**src/rtl/eb_pack.sv**
```systemverilog
// eb_pack: elastic-buffer width packer.
//
// Accepts RATIO narrow words of WIDTH bits over a req/ack handshake and emits
// one wide word of WIDTH*RATIO bits, also over req/ack. The first accepted word
// lands in lane 0 (LSBs). An accumulator holds lanes 0..RATIO-2 while the
// output register holds the previous wide word, so a new word can be assembled
// while the last one waits downstream. This sustains one narrow word per cycle.
//
// Optional feature macro: EB_PACK_LAST_EN
//   Adds t_0_last/i_0_keep. An accept with t_0_last=1 closes the word early:
//   unused lanes are zero and i_0_keep marks the valid lanes.
//
// Ports:
//   clk, reset_n   clock, asynchronous active-low reset
//   t_0_req/ack    upstream narrow-word handshake (t_0_ack is combinational)
//   t_0_data       narrow word
//   t_0_last       end of packet (EB_PACK_LAST_EN only)
//   i_0_req/ack    downstream wide-word handshake (i_0_req is registered)
//   i_0_data       wide word (registered)
//   i_0_keep       lane-valid mask (EB_PACK_LAST_EN only)
module eb_pack #(
    parameter int unsigned WIDTH = 8,
    parameter int unsigned RATIO = 4,
    parameter int unsigned CNTW  = 2
) (
    input  logic                   clk,
    input  logic                   reset_n,
    input  logic                   t_0_req,
    output logic                   t_0_ack,
    input  logic [WIDTH-1:0]       t_0_data,
`ifdef EB_PACK_LAST_EN
    input  logic                   t_0_last,
    output logic [RATIO-1:0]       i_0_keep,
`endif
    output logic                   i_0_req,
    input  logic                   i_0_ack,
    output logic [WIDTH*RATIO-1:0] i_0_data
);

    localparam int unsigned     AccW    = (RATIO - 1) * WIDTH;
    localparam logic [CNTW-1:0] LastIdx = CNTW'(RATIO - 1);

    logic [AccW-1:0]        acc_q, acc_d;
    logic [CNTW-1:0]        idx_q, idx_d;
    logic [WIDTH*RATIO-1:0] data_q, data_d;
    logic                   req_q, req_d;
`ifdef EB_PACK_LAST_EN
    logic [RATIO-1:0]       keep_q, keep_d;
`endif

    // Accumulator padded to full width so every lane can be indexed uniformly.
    logic [WIDTH*RATIO-1:0] acc_ext;
    logic                   last_word;
    logic                   accept;
    logic                   complete;
    logic                   out_xfer;

    assign acc_ext = {{WIDTH{1'b0}}, acc_q};

    always_comb begin
`ifdef EB_PACK_LAST_EN
        last_word = t_0_last;
`else
        last_word = 1'b0;
`endif
        // The final lane can only be taken if the output register is free or
        // is being drained in this same cycle.
        t_0_ack = (idx_q != LastIdx) || !req_q || i_0_ack;
`ifdef EB_PACK_LAST_EN
        // An early-closing word needs the output register just like a full one.
        if (t_0_last && req_q && !i_0_ack) begin
            t_0_ack = 1'b0;
        end
`endif
        accept   = t_0_req && t_0_ack;
        complete = accept && ((idx_q == LastIdx) || last_word);
        out_xfer = req_q && i_0_ack;
    end

    always_comb begin
        acc_d  = acc_q;
        idx_d  = idx_q;
        data_d = data_q;
        req_d  = req_q;
`ifdef EB_PACK_LAST_EN
        keep_d = keep_q;
`endif
        if (out_xfer) begin
            req_d = 1'b0;
        end
        if (complete) begin
            // Lanes below idx come from the accumulator, lane idx is the
            // incoming word, anything above is zero. acc is left as is.
            data_d = '0;
`ifdef EB_PACK_LAST_EN
            keep_d = '0;
`endif
            for (int unsigned k = 0; k < RATIO; k++) begin
                if (CNTW'(k) < idx_q) begin
                    data_d[k*WIDTH +: WIDTH] = acc_ext[k*WIDTH +: WIDTH];
`ifdef EB_PACK_LAST_EN
                    keep_d[k] = 1'b1;
`endif
                end else if (CNTW'(k) == idx_q) begin
                    data_d[k*WIDTH +: WIDTH] = t_0_data;
`ifdef EB_PACK_LAST_EN
                    keep_d[k] = 1'b1;
`endif
                end
            end
            req_d = 1'b1;
            idx_d = '0;
        end else if (accept) begin
            // Non-completing accept: idx is below LastIdx here.
            for (int unsigned k = 0; k < RATIO - 1; k++) begin
                if (idx_q == CNTW'(k)) begin
                    acc_d[k*WIDTH +: WIDTH] = t_0_data;
                end
            end
            idx_d = idx_q + CNTW'(1);
        end
    end

    always_ff @(posedge clk or negedge reset_n) begin
        if (!reset_n) begin
            acc_q  <= '0;
            idx_q  <= '0;
            data_q <= '0;
            req_q  <= 1'b0;
`ifdef EB_PACK_LAST_EN
            keep_q <= '0;
`endif
        end else begin
            acc_q  <= acc_d;
            idx_q  <= idx_d;
            data_q <= data_d;
            req_q  <= req_d;
`ifdef EB_PACK_LAST_EN
            keep_q <= keep_d;
`endif
        end
    end

    assign i_0_req  = req_q;
    assign i_0_data = data_q;
`ifdef EB_PACK_LAST_EN
    assign i_0_keep = keep_q;
`endif

endmodule

```
**config.mk**
```make
export PLATFORM = sky130hd
export DESIGN_NAME = eb_pack
export DESIGN_NICKNAME = d
export VERILOG_FILES = /design/src/rtl/eb_pack.sv
export SDC_FILE = /design/constraint.sdc
export NUM_CORES = 1
export LEC_CHECK = 0
export CAP_MARGIN = 20
export CORE_ASPECT_RATIO = 0.7
export CORE_UTILIZATION = 48
export CTS_CLUSTER_DIAMETER = 50
export DETAILED_ROUTE_END_ITERATION = 12
export PLACE_DENSITY = 0.75
export SYNTH_ARGS = -nofsm -noshare
export SYNTH_HDL_FRONTEND = slang
export SYNTH_SLANG_ARGS = --single-unit
```
**constraint.sdc**
```tcl
create_clock -name clk -period 5.3 [get_ports clk]
set_clock_uncertainty 0.05 [all_clocks]
set_input_delay 0.53 -clock clk [delete_from_list [all_inputs] [get_ports clk]]
set_output_delay 0.53 -clock clk [all_outputs]
set_load 0.05 [all_outputs]
```
After elaboration in Yosys (flattened, before gate mapping)
Index checks and enable logic that the tools add are counted.

Register bits: 59. Input bits: 12. Logic and storage cells: 43.

Add/subtract/negate cells: 1. Order comparisons: 4. Equality and inequality tests: 7. Mux-type cells: 12. Bitwise gates (word level): 1. Reduce and logical (&&, ||, !) cells: 12.

Operator list (number): $mux W8 (8); $reduce_and A3 Y1 (3); $eq A2 B2 Y1 const A (2); $eq A2 B2 Y1 const B (2); $lt A1 B2 Y1 const A (2); $lt A2 B2 Y1 const A (2); $mux W2 (2); $reduce_bool A2 Y1 (2); $logic_and A1 B1 Y1 (3); $add A2 B1 Y2 const B (1); $eq A1 B2 Y1 const A (1); $eq A2 B1 Y1 const B (1); $logic_not A2 Y1 (1); $logic_or A1 B1 Y1 (2); $mux W1 (2); $ne A2 B2 Y1 const B (1); $logic_not A1 Y1 (1); $not A1 Y1 (1).

Logic depth before layout (Yosys ltp)
Gate-level depths: netlist of run 1.

Depth after elaboration: 7. Gate-level depth with buffers: 7. Mapped depth without buffers: 5.

Worst setup path before layout of run 1
Ideal clock, no wire load.

Kind: register -> register. Start point: register req_q (netlist: i_0_req). End point: register idx_q[0]. Arrival time: 1.803 ns. Required time: 5.125 ns. Setup slack: 3.322 ns. Cell stages (with the launch flop): 4. Path buffers: 0. Cells stage by stage: dfrtp_1 nand3b_1 nand2_1 mux2_2.

Word-level cells in the longest chain between the ends: 6. Elaborated cells between the ends (all ways): 7.

RTL lines: from (decl) (RTL line 46) `logic req_q, req_d;`; from (signal assigned) (RTL line 137) `req_q <= req_d;`; $logic_not A1 Y1 * (RTL line 68) `t_0_ack = (idx_q != LastIdx) || !req_q || i_0_ack;`; $logic_or A1 B1 Y1 * (2 in a row) (RTL line 68); named net t_0_ack (RTL line 29) `output logic t_0_ack,`; $logic_and A1 B1 Y1 * (RTL line 75) `accept = t_0_req && t_0_ack;`; $logic_and A1 B1 Y1 (RTL line 76) `complete = accept && ((idx_q == LastIdx) || last_word);`; $mux W2 / $reduce_bool A2 Y1 (equally long branches); to (signal assigned) (RTL line 135) `idx_q <= idx_d;`; to (decl) (RTL line 44) `logic [CNTW-1:0] idx_q, idx_d;`.

The timed path passes the listed nets; every way through them passes the cells marked *. A chain may end at the register's enable or synchronous reset.

Final worst setup path of run 1
Start point: register idx_q[1]. End point: output t_0_ack.

Word-level cells in the longest chain between the ends: 3.

RTL lines (RTL line): $ne A2 B2 Y1 (68); $logic_or A1 B1 Y1 (2 in a row) (68); to (decl) (29).

No other way between the ends.

==> results.toml, run 1 <==
[grt]
grt_usage_pct = 19.00
grt_pass1_vias = 1502
antenna_found_initial = 0
grt_overflow_total = 0
grt_max_degree = 60
grt_pass1_wl_um = 8321

[power_and_ir_drop]
pwr-share-clk_pct = 15.4
seqPwrFrac_pct = 32.4
intPower_mw = 1.494
power_density_mw_per_mm2 = 722.7
ir_worst_vdd_mv = 0.3802
p_leak_nw = 1.543
switching_share_pct = 40.33
comb_power_share_pct = 52.1
power.switching_mw = 1.009

[cts]
clkSinkCount = 59
cts_setup_buffers = 0
cts_tree = "built"
hold_buffers = 0
insertion_delay_ns = 0.33
htreeDepth = 3
clockRootBuffer = "clkbuf_8"
cts_resized = 0
cts_buffers = 9
clk_pin_slew_worst_paths_ns = 0.06
clock_path_buffers = 2

[drt]
dr.pass1.iters = 4
vias_per_cell = 5.015
wl_um = 5158
antenna_left = 0
vias = 1650
initialDrtViolationCount = 103
drc = 0
wire_per_inst_um = 15.68

[placed_design]
dp.cells = 313
gp_congestion = 0.7660
placed_cell_area_mm2 = 0.003272
io_buffers = 45
dp_hpwl_um = 3351

[sta]
tightest_slew_ns = 0.7295
min_period_ns = 2.849
setup_violations = 0
drv_slew = 0
finalHoldViolCount = 0
fmax_ghz = 0.3510
rsz0062_at_grt = "false"
final.period_utilization_pct = 53.76
maxSlewHeadroom_pct = 51.36
finalSetupTns_ns = 0

[critical_path]
max_stage_delay_ns = 0.72
cp-startpoint = "idx_q[1]"
worstPathBufferInverterCount = 1
crit_path_end = "t_0_ack"
path_cells = "ha_1 -> nand3b_1 -> clkdlybuf4s50_1"
crit_cells = 3
reg2reg_depth = 5
worstSetupStartpointType = "register"
reg2reg_from = "idx_q[1]"
critPathKind = "reg2out"
crit_required_ns = 4.72
crit_path_end_kind = "primary output"
r2r-end = "i_0_data[15]"
critPathMaxFanout = 21
crit_family = "buffers and inverters"
rrSetupSlack_ns = 2.65
cp.arrival_ns = 2.27
crit_slowest_cell = "clkdlybuf4s50_1"

[floorplanning]
rows = 23
die_area_mm2 = 0.006228
die_w_um = 93.90
io_pins = 46
core-area_mm2 = 0.005698
initial_core_util_pct = 49.80
die_h_um = 66.33

[synth]
synth_adder_area_share_pct = 2.205
syn_area_per_cell_um2 = 14.05
synth_area_mm2 = 0.002838
synth_area_leader_cell = "dfrtp_1"
ys_types = 21
synth_top_area_share_pct = 52.03
synthTopCellsByArea = "dfrtp_1, mux2_4, mux2_2, nand2_1, buf_12"
synth-compound-area-share_pct = 2.822
muxShareOfSynthArea_pct = 31.22
synth_top_family_by_area = "multiplexers"
ys_warn_count = 0
synth-xor-area-share_pct = 0
syn_inst = 202
syn_nets = 219
ys_ff_latch = 59
yosys.area_share.simple_pct = 7.231
ys_seq_area_share_pct = 52.03

[outcome]
outcome = "complete, no violations"

[finish]
regArea_mm2 = 0.001476
area_growth_pct = 22.05
layout-drive-gt1-share_pct = 35.43
layout.cells.non_filler = 329
fillers = 455
multiInputGateArea_mm2 = 0.001234
final_area_mm2 = 0.003463
antennaDiodeCount = 0
nets = 266

[hold_path]
hold_class = "in2async"

[job]
cap_violations = 0
-- through the flow --
stage / worst slack (ns) / util (%) / hold slack [ns] / total power, mW
floorplan: 3.322 / - / 0.1844 / 1.811
global placement: 2.682 / 57.42 / 0.4352 / 2.109
detailed placement: 2.639 / 57.42 / 0.4414 / 2.128
CTS: 2.430 / 60.78 / 0.3081 / 2.530
global route: 2.305 / 60.78 / 0.3375 / 2.654
finish: 2.451 / 60.78 / 0.2822 / 2.503
-- cells in the mapped netlist, drive strengths merged --
cell type / n
mux2: 66
dfrtp: 59
nand2: 37
o21ai: 16
buf: 9
ha: 5
clkbuf: 2
inv: 2
nor2b: 2
and3: 1
nand2b: 1
nand3b: 1
nor2: 1
-- worst min-delay path by stage --
stage,startpoint,endpoint,slack (ns)
6_report,reset_n,i_0_data[17],0.28
5_1_grt,reset_n,i_0_data[17],0.34
4_1_cts,reset_n,i_0_data[31],0.31
3_5_place_dp,acc_q[5],acc_q[5],0.44
3_3_place_gp,acc_q[0],acc_q[0],0.44
2_1_floorplan,reset_n,acc_q[0],0.18
-- cell type report --
| class | count | area share (%) |
|---|---|---|
| flip-flops and latches | 59 | 42.63 |
| multi-input cells | 130 | 35.62 |
| inverters | 2 | 0.2168 |
| clock buffers | 15 | 5.383 |
| repair buffers | 47 | 13.29 |
| well taps | 75 | 2.710 |
| clock inverters | 1 | 0.1445 |
-- power by group through the flow --
| stage | Clock, mW | Sequential, mW | Combinational (mW) |
|---|---|---|---|
| floorplan | 0 | 1.18 | 0.628 |
| global placement | 0 | 0.813 | 1.30 |
| global route | 0.422 | 0.844 | 1.39 |
| CTS | 0.399 | 0.815 | 1.32 |
| detailed placement | 0 | 0.818 | 1.31 |
| finish | 0.386 | 0.812 | 1.30 |
-- flip-flops by register name, indices dropped and copies added, names as in the netlist --
name and flops:
i_0_req 1, acc_q 24, i_0_data 32, idx_q 2
-- cell usage in the layout, fill, tap and decap left out --
cell type	instances
buf_2	1
clkinv_2	1
mux2_4	38
nand2_1	34
clkbuf_8	13
nor2b_4	1
and3_4	1
clkbuf_1	2
mux2_2	28
buf_4	2
nand2b_4	1
nor2b_2	1
nor2_1	1
o21ai_0	15
dfrtp_1	59
o21ai_1	1
nand2_2	3
clkdlybuf4s50_1	44
ha_1	5
nand3b_1	1
inv_1	2
-- logic make-up (layout without fill, tap and decap cells) --
logic type      Yosys count  after routing
fa+ha+maj                 5              5
flops                    59             59
mux                      66             66
buf+inv                  13             65
compound gates           16             16
simple gates             43             43
-- per-layer routing --
layer	global-route usage (%)	part of all wire [%]	vias to the layer above	wire (um)
li1	-	-	782	-
met1	27.62	50	819	2601
met2	25.64	43	42	2220
met3	8.161	5.6	7	289
met4	4.615	0.89	0	46
met5	0	0	-	0
(Power assumes the default switching activity.)
==> inputs of run 2 (changes only) <==
==> constraint.sdc (replaced) <==
create_clock -name clk -period 2.8 [get_ports clk]
set_clock_uncertainty 0.05 [all_clocks]
set_input_delay 0.28 -clock clk [delete_from_list [all_inputs] [get_ports clk]]
set_output_delay 0.28 -clock clk [all_outputs]
set_load 0.05 [all_outputs]
==> run 2 against run 1 <==
Compared with the run above: worst hold slack worse by 0.25 ns; routed wire length up 1.5%; final cell count unchanged; sequential power is 90% higher; critical path depth is the same; setup slack lost 2.2 ns; non-clock buffer count is the same; die area unchanged; sequential share of layout area shrank 0.34 points; highest routed layer unchanged; register-to-register slack worse by 2.0 ns; largest power group unchanged.
==> results.toml, run 2 (synthesis results as in run 1) <==
[outcome]
outcome = "complete, no violations"

[critical_path]
critPathMaxFanout = 21
crit_required_ns = 2.47
crit_family = "flip-flops"
reg2reg_depth = 4
crit_cells = 3
path_cells = "ha_1 -> nand3b_1 -> clkdlybuf4s50_1"
cp.arrival_ns = 2.26
crit_path_end_kind = "primary output"
max_stage_delay_ns = 0.72
worstSetupStartpointType = "register"
crit_slowest_cell = "dfrtp_1"
critPathKind = "reg2out"
worstPathBufferInverterCount = 1

[grt]
grt_max_degree = 60
antenna_found_initial = 0
grt_pass1_vias = 1691
grt_pass1_wl_um = 8894
grt_overflow_total = 0
grt_usage_pct = 19.90

[finish]
layout_common_cells = "dfrtp_1, clkdlybuf4s50_1, mux2_4"
layout-drive-gt1-share_pct = 35.04
area_growth_pct = 23.02
antennaDiodeCount = 0
layout.cells.non_filler = 329
fillers = 465
final_area_mm2 = 0.003491
final_common_cell = "dfrtp_1"
nets = 266
largest_reg_flops = 32

[placed_design]
placed_cell_area_mm2 = 0.003284
dp.cells = 313
io_buffers = 45
gp_congestion = 0.7165
dp_hpwl_um = 3375

[sta]
min_period_ns = 2.588
finalHoldViolCount = 0
setup_violations = 0
maxSlewHeadroom_pct = 51.21
fmax_ghz = 0.3864
tightest_slew_ns = 0.7318
rsz0062_at_grt = "false"
final.period_utilization_pct = 92.42
drv_slew = 0
finalSetupTns_ns = 0
whs_ns = 0.03121

[cts]
clk_pin_slew_worst_paths_ns = 0.06
hold_buffers = 0
clock_path_buffers = 2
insertion_delay_ns = 0.33
cts_buffers = 9
clkSinkCount = 59
cts_resized = 0
cts_setup_buffers = 0
cts_tree = "built"
htreeDepth = 3
clockRootBuffer = "clkbuf_8"

[drt]
vias = 1617
dr.pass1.iters = 4
antenna_left = 0
vias_per_cell = 4.915
wire_per_inst_um = 15.91
wl_um = 5233
drc = 0
initialDrtViolationCount = 84

[floorplanning]
io_pins = 46
initial_core_util_pct = 49.80
core-area_mm2 = 0.005698
die_h_um = 66.33
rows = 23
die_w_um = 93.90
die_area_mm2 = 0.006228

[power_and_ir_drop]
power.switching_mw = 1.922
ir_worst_vdd_mv = 0.7412
power_density_mw_per_mm2 = 1382
comb_power_share_pct = 51.5
p_leak_nw = 1.550
switching_share_pct = 39.83
seqPwrFrac_pct = 31.9
intPower_mw = 2.904
pwr-share-clk_pct = 16.6

[job]
cap_violations = 0

[hold_path]
hold_class = "in2async"
## run 2: path summary, 6_finish.rpt
path,from,to,slack [ns]
worst max-delay path,idx_q[1],t_0_ack,0.21
worst min-delay path,reset_n,i_0_data[31],0.03
worst max register to register,idx_q[1],i_0_data[5],0.70
worst min register to register,acc_q[0],acc_q[0],0.46
max in group asynchronous,reset_n,i_0_data[22],2.17
min in group clk,acc_q[0],acc_q[0],0.46
## run 2: cell type report
cell class	instances	area (um2)	share of cell area, %
flip-flops and latches	59	1476	42.29
repair buffers	47	473.0	13.55
inverters	2	7.507	0.2151
clock buffers	15	176.4	5.054
multi-input cells	130	1234	35.34
well taps	75	93.84	2.688
clock inverters	1	30.03	0.8602
## run 2: power groups by stage
stage,Clock (mW),Combinational [mW],Sequential [mW]
2_1_floorplan,0,1.19,2.24
3_3_place_gp,0,2.47,1.53
3_5_place_dp,0,2.50,1.55
4_1_cts,0.817,2.50,1.54
5_1_grt,0.863,2.64,1.60
6_report,0.801,2.48,1.54
## run 2: per-stage QoR
stage | utilization (%) | worst slack [ns] | power, mW
final | 61.26 | 0.2122 | 4.826
after global routing | 61.26 | 0.09891 | 5.100
after CTS | 61.26 | 0.2199 | 4.863
after detailed placement | 57.64 | 0.5928 | 4.042
after global placement | 57.64 | 0.6221 | 3.996
after floorplan | - | 0.8223 | 3.427
## run 2: routing by layer
| layer | part of all wire [%] | vias up | GRT usage [%] |
|---|---|---|---|
| met5 | 0 | - | 0 |
| met2 | 44 | 45 | 28.83 |
| met4 | 0.80 | 0 | 6.346 |
| met1 | 51 | 783 | 27.73 |
| met3 | 4.9 | 6 | 7.011 |
| li1 | - | 783 | - |
## run 2: worst reg2reg max path, delay by kind of cell, from the launching register on
family,cells,cell delay [ns]
flip-flops,1,0.61
adder cells (fa/ha/maj),1,0.46
multiplexers,2,0.66
buffers and inverters,1,0.22
==> RTL edit: new RTL, flow settings as in run 2 <==
`CNTW`: 2 -> 4.
--- a/src/rtl/eb_pack.sv
+++ b/src/rtl/eb_pack.sv
@@ -21,7 +21,7 @@
 module eb_pack #(
     parameter int unsigned WIDTH = 8,
     parameter int unsigned RATIO = 4,
-    parameter int unsigned CNTW  = 2
+    parameter int unsigned CNTW  = 4
 ) (
     input  logic                   clk,
     input  logic                   reset_n,
Behaviour: no difference found for any inputs over 10 cycles, from zero or initial values and one cycle with reset_n low; that may be too few to reach the edited logic, so the function may still have changed.
==> RTL edit against run 2 <==
  * Critical path depth rose by 1
  * Total power decreased by 2.1%
  * Synthesized cell count up 7.4%
  * Wire length up 13%
  * Final area up 1.6%
  * Sequential cell count up 2
  * Synthesized area is 1.4% higher
  * Setup slack improved by 26 ps
  * Sequential share of layout area increased by 0.75 points
  * Combinational power shrank 7%
==> RTL edit: results (changes against run 2) <==
ys async rst share 100% (unchanged); M1 wire length 2.98 mm (+12%); Post-CTS Setup Inserts 0 (unchanged); Pleak 1.52 nW (-1.7%); wire length on met2 2.52 mm (+11%); sequential-to-total area share from yosys stat 53.1% (+1.0 points); WL met3 325 um (+28%); HPWL Detailed 3.66 mm (+8.5%); switching power share of the total 40.5% (+0.71 points); r2r setup slk 540 ps (-160 ps); Worst IR Drop VDD 0.726 mV (-2.1%); crit path DAT 2230 ps (-30 ps); Synth top cells by count 62 x mux2_2, 61 x dfrtp_1, 18 x nand2_1, 17 x o21ai_0, 16 x o31ai_1; Slew headroom 37.0% (-14 points); status finished clean; Initial Utilization 50.0% (+0.18 points); Pwr Density 1330 nW/um^2 (-3.6%); vias per cell 5.52 (+12%); Reg2Reg Depth 5 (+1); GP Congestion 0.737 (+2.8%); syn nets 233 (+6.4%); Port Buffers 45 (unchanged); PostCTS Resize Cnt 0 (unchanged); max reg flops 32 (unchanged); Worst Setup EP t_0_ack; GRT Util Overall 21.3% (+1.4 points); Initial DRC Count 77 (-8.3%); vias in the first global route 1829 (+8.2%); global-route wire length before repair 9.68 mm (+8.8%); H-tree depth 3 (unchanged); Layout Nets 277 (+4.1%); family with the most delay on the worst path simple AND/OR/NAND/NOR gates; share of cells above drive strength 1 33.8% (-1.2 points); largest net degree at the start of global routing 62 (+3.3%); Reg-to-Reg End i_0_data[23]$_DFFE_PN0P_; WL/cell 17.3 um (+8.8%); crit-path max cell delay 660 ps (-60 ps); clk_lat worst skew 340 ps; largest fanout on the critical path 15 (-29%); Synth area leaders dfrtp_1 53%, mux2_2 24%, o31ai_1 4.2%; Cell variety after synth 27 (+29%)
==> RTL edit: changes by cell type in the layout (fill, tap and decap cells not counted), sizes merged, moves of 2 or more <==
cell	run 2	this run
clkbuf	15	13
or3	0	2
dfrtp	59	61
o21ai	16	18
or2	0	2
o31ai	0	16
buf	3	5
nand2	37	20
==> RTL edit: layout make-up <==
class	instances	area [um^2]
fill	468	2210
sequential	61	1530
multi-input combinational	139	1230
timing repair buffer	48	465
clock buffer	13	149
tap	75	93.8
clock inverter	3	68.8
inverter	2	7.51
==> RTL edit: worst min-delay path by stage <==
stage | startpoint | endpoint | slack (ps) | cells past startpoint
3_3_place_gp | i_0_data[26]$_DFFE_PN0P_ | i_0_data[26]$_DFFE_PN0P_ | 420 | 1
5_1_grt | reset_n | idx_q[2]$_DFFE_PN0P_ | 120 | 2
4_1_cts | reset_n | i_0_data[17]$_DFFE_PN0P_ | 70 | 2
3_5_place_dp | i_0_data[30]$_DFFE_PN0P_ | i_0_data[30]$_DFFE_PN0P_ | 430 | 1
6_report | reset_n | i_0_data[16]$_DFFE_PN0P_ | 40 | 2
2_1_floorplan | reset_n | acc_q[0]$_DFFE_PN0P_ | -70 | 0
==> RTL edit: logic make-up (layout without fill, tap and decap cells) <==
kind of cell    after synthesis  count (layout)  synth area share [%]
xor+xnor                      1               1                 0.305
mux                          65              65                  25.4
flops                        61              61                  53.1
simple gates                 34              34                  7.70
fa+ha+maj                     4               4                  1.74
buf+inv                      17              66                  4.00
compound gates               35              35                  7.74
==> RTL edit: metal layers <==
metal,vias up,track usage [%]
li1,868,-
met1,956,30.6
met2,51,29.6
met3,8,6.85
met4,0,8.52
met5,-,0
==> RTL edit: stage by stage <==
stage	hold slack, ps	instances	instance area, um^2	util (%)	worst slack [ps]
2_1_floorplan	-65.6	217	2880	-	786
3_3_place_gp	422	325	3330	57.8	612
3_5_place_dp	429	325	3330	57.8	544
4_1_cts	73.5	341	3550	61.6	246
5_1_grt	122	341	3550	61.6	167
6_report	42.1	341	3550	61.6	238
==> RTL edit: power groups by stage <==
stage          combinational (mW)  sequential [mW]  clock, mW
2_1_floorplan               0.955             2.25          0
3_3_place_gp                 2.28             1.55          0
3_5_place_dp                 2.31             1.57          0
4_1_cts                      2.33             1.56      0.878
5_1_grt                      2.46             1.61      0.915
6_report                     2.31             1.56      0.857
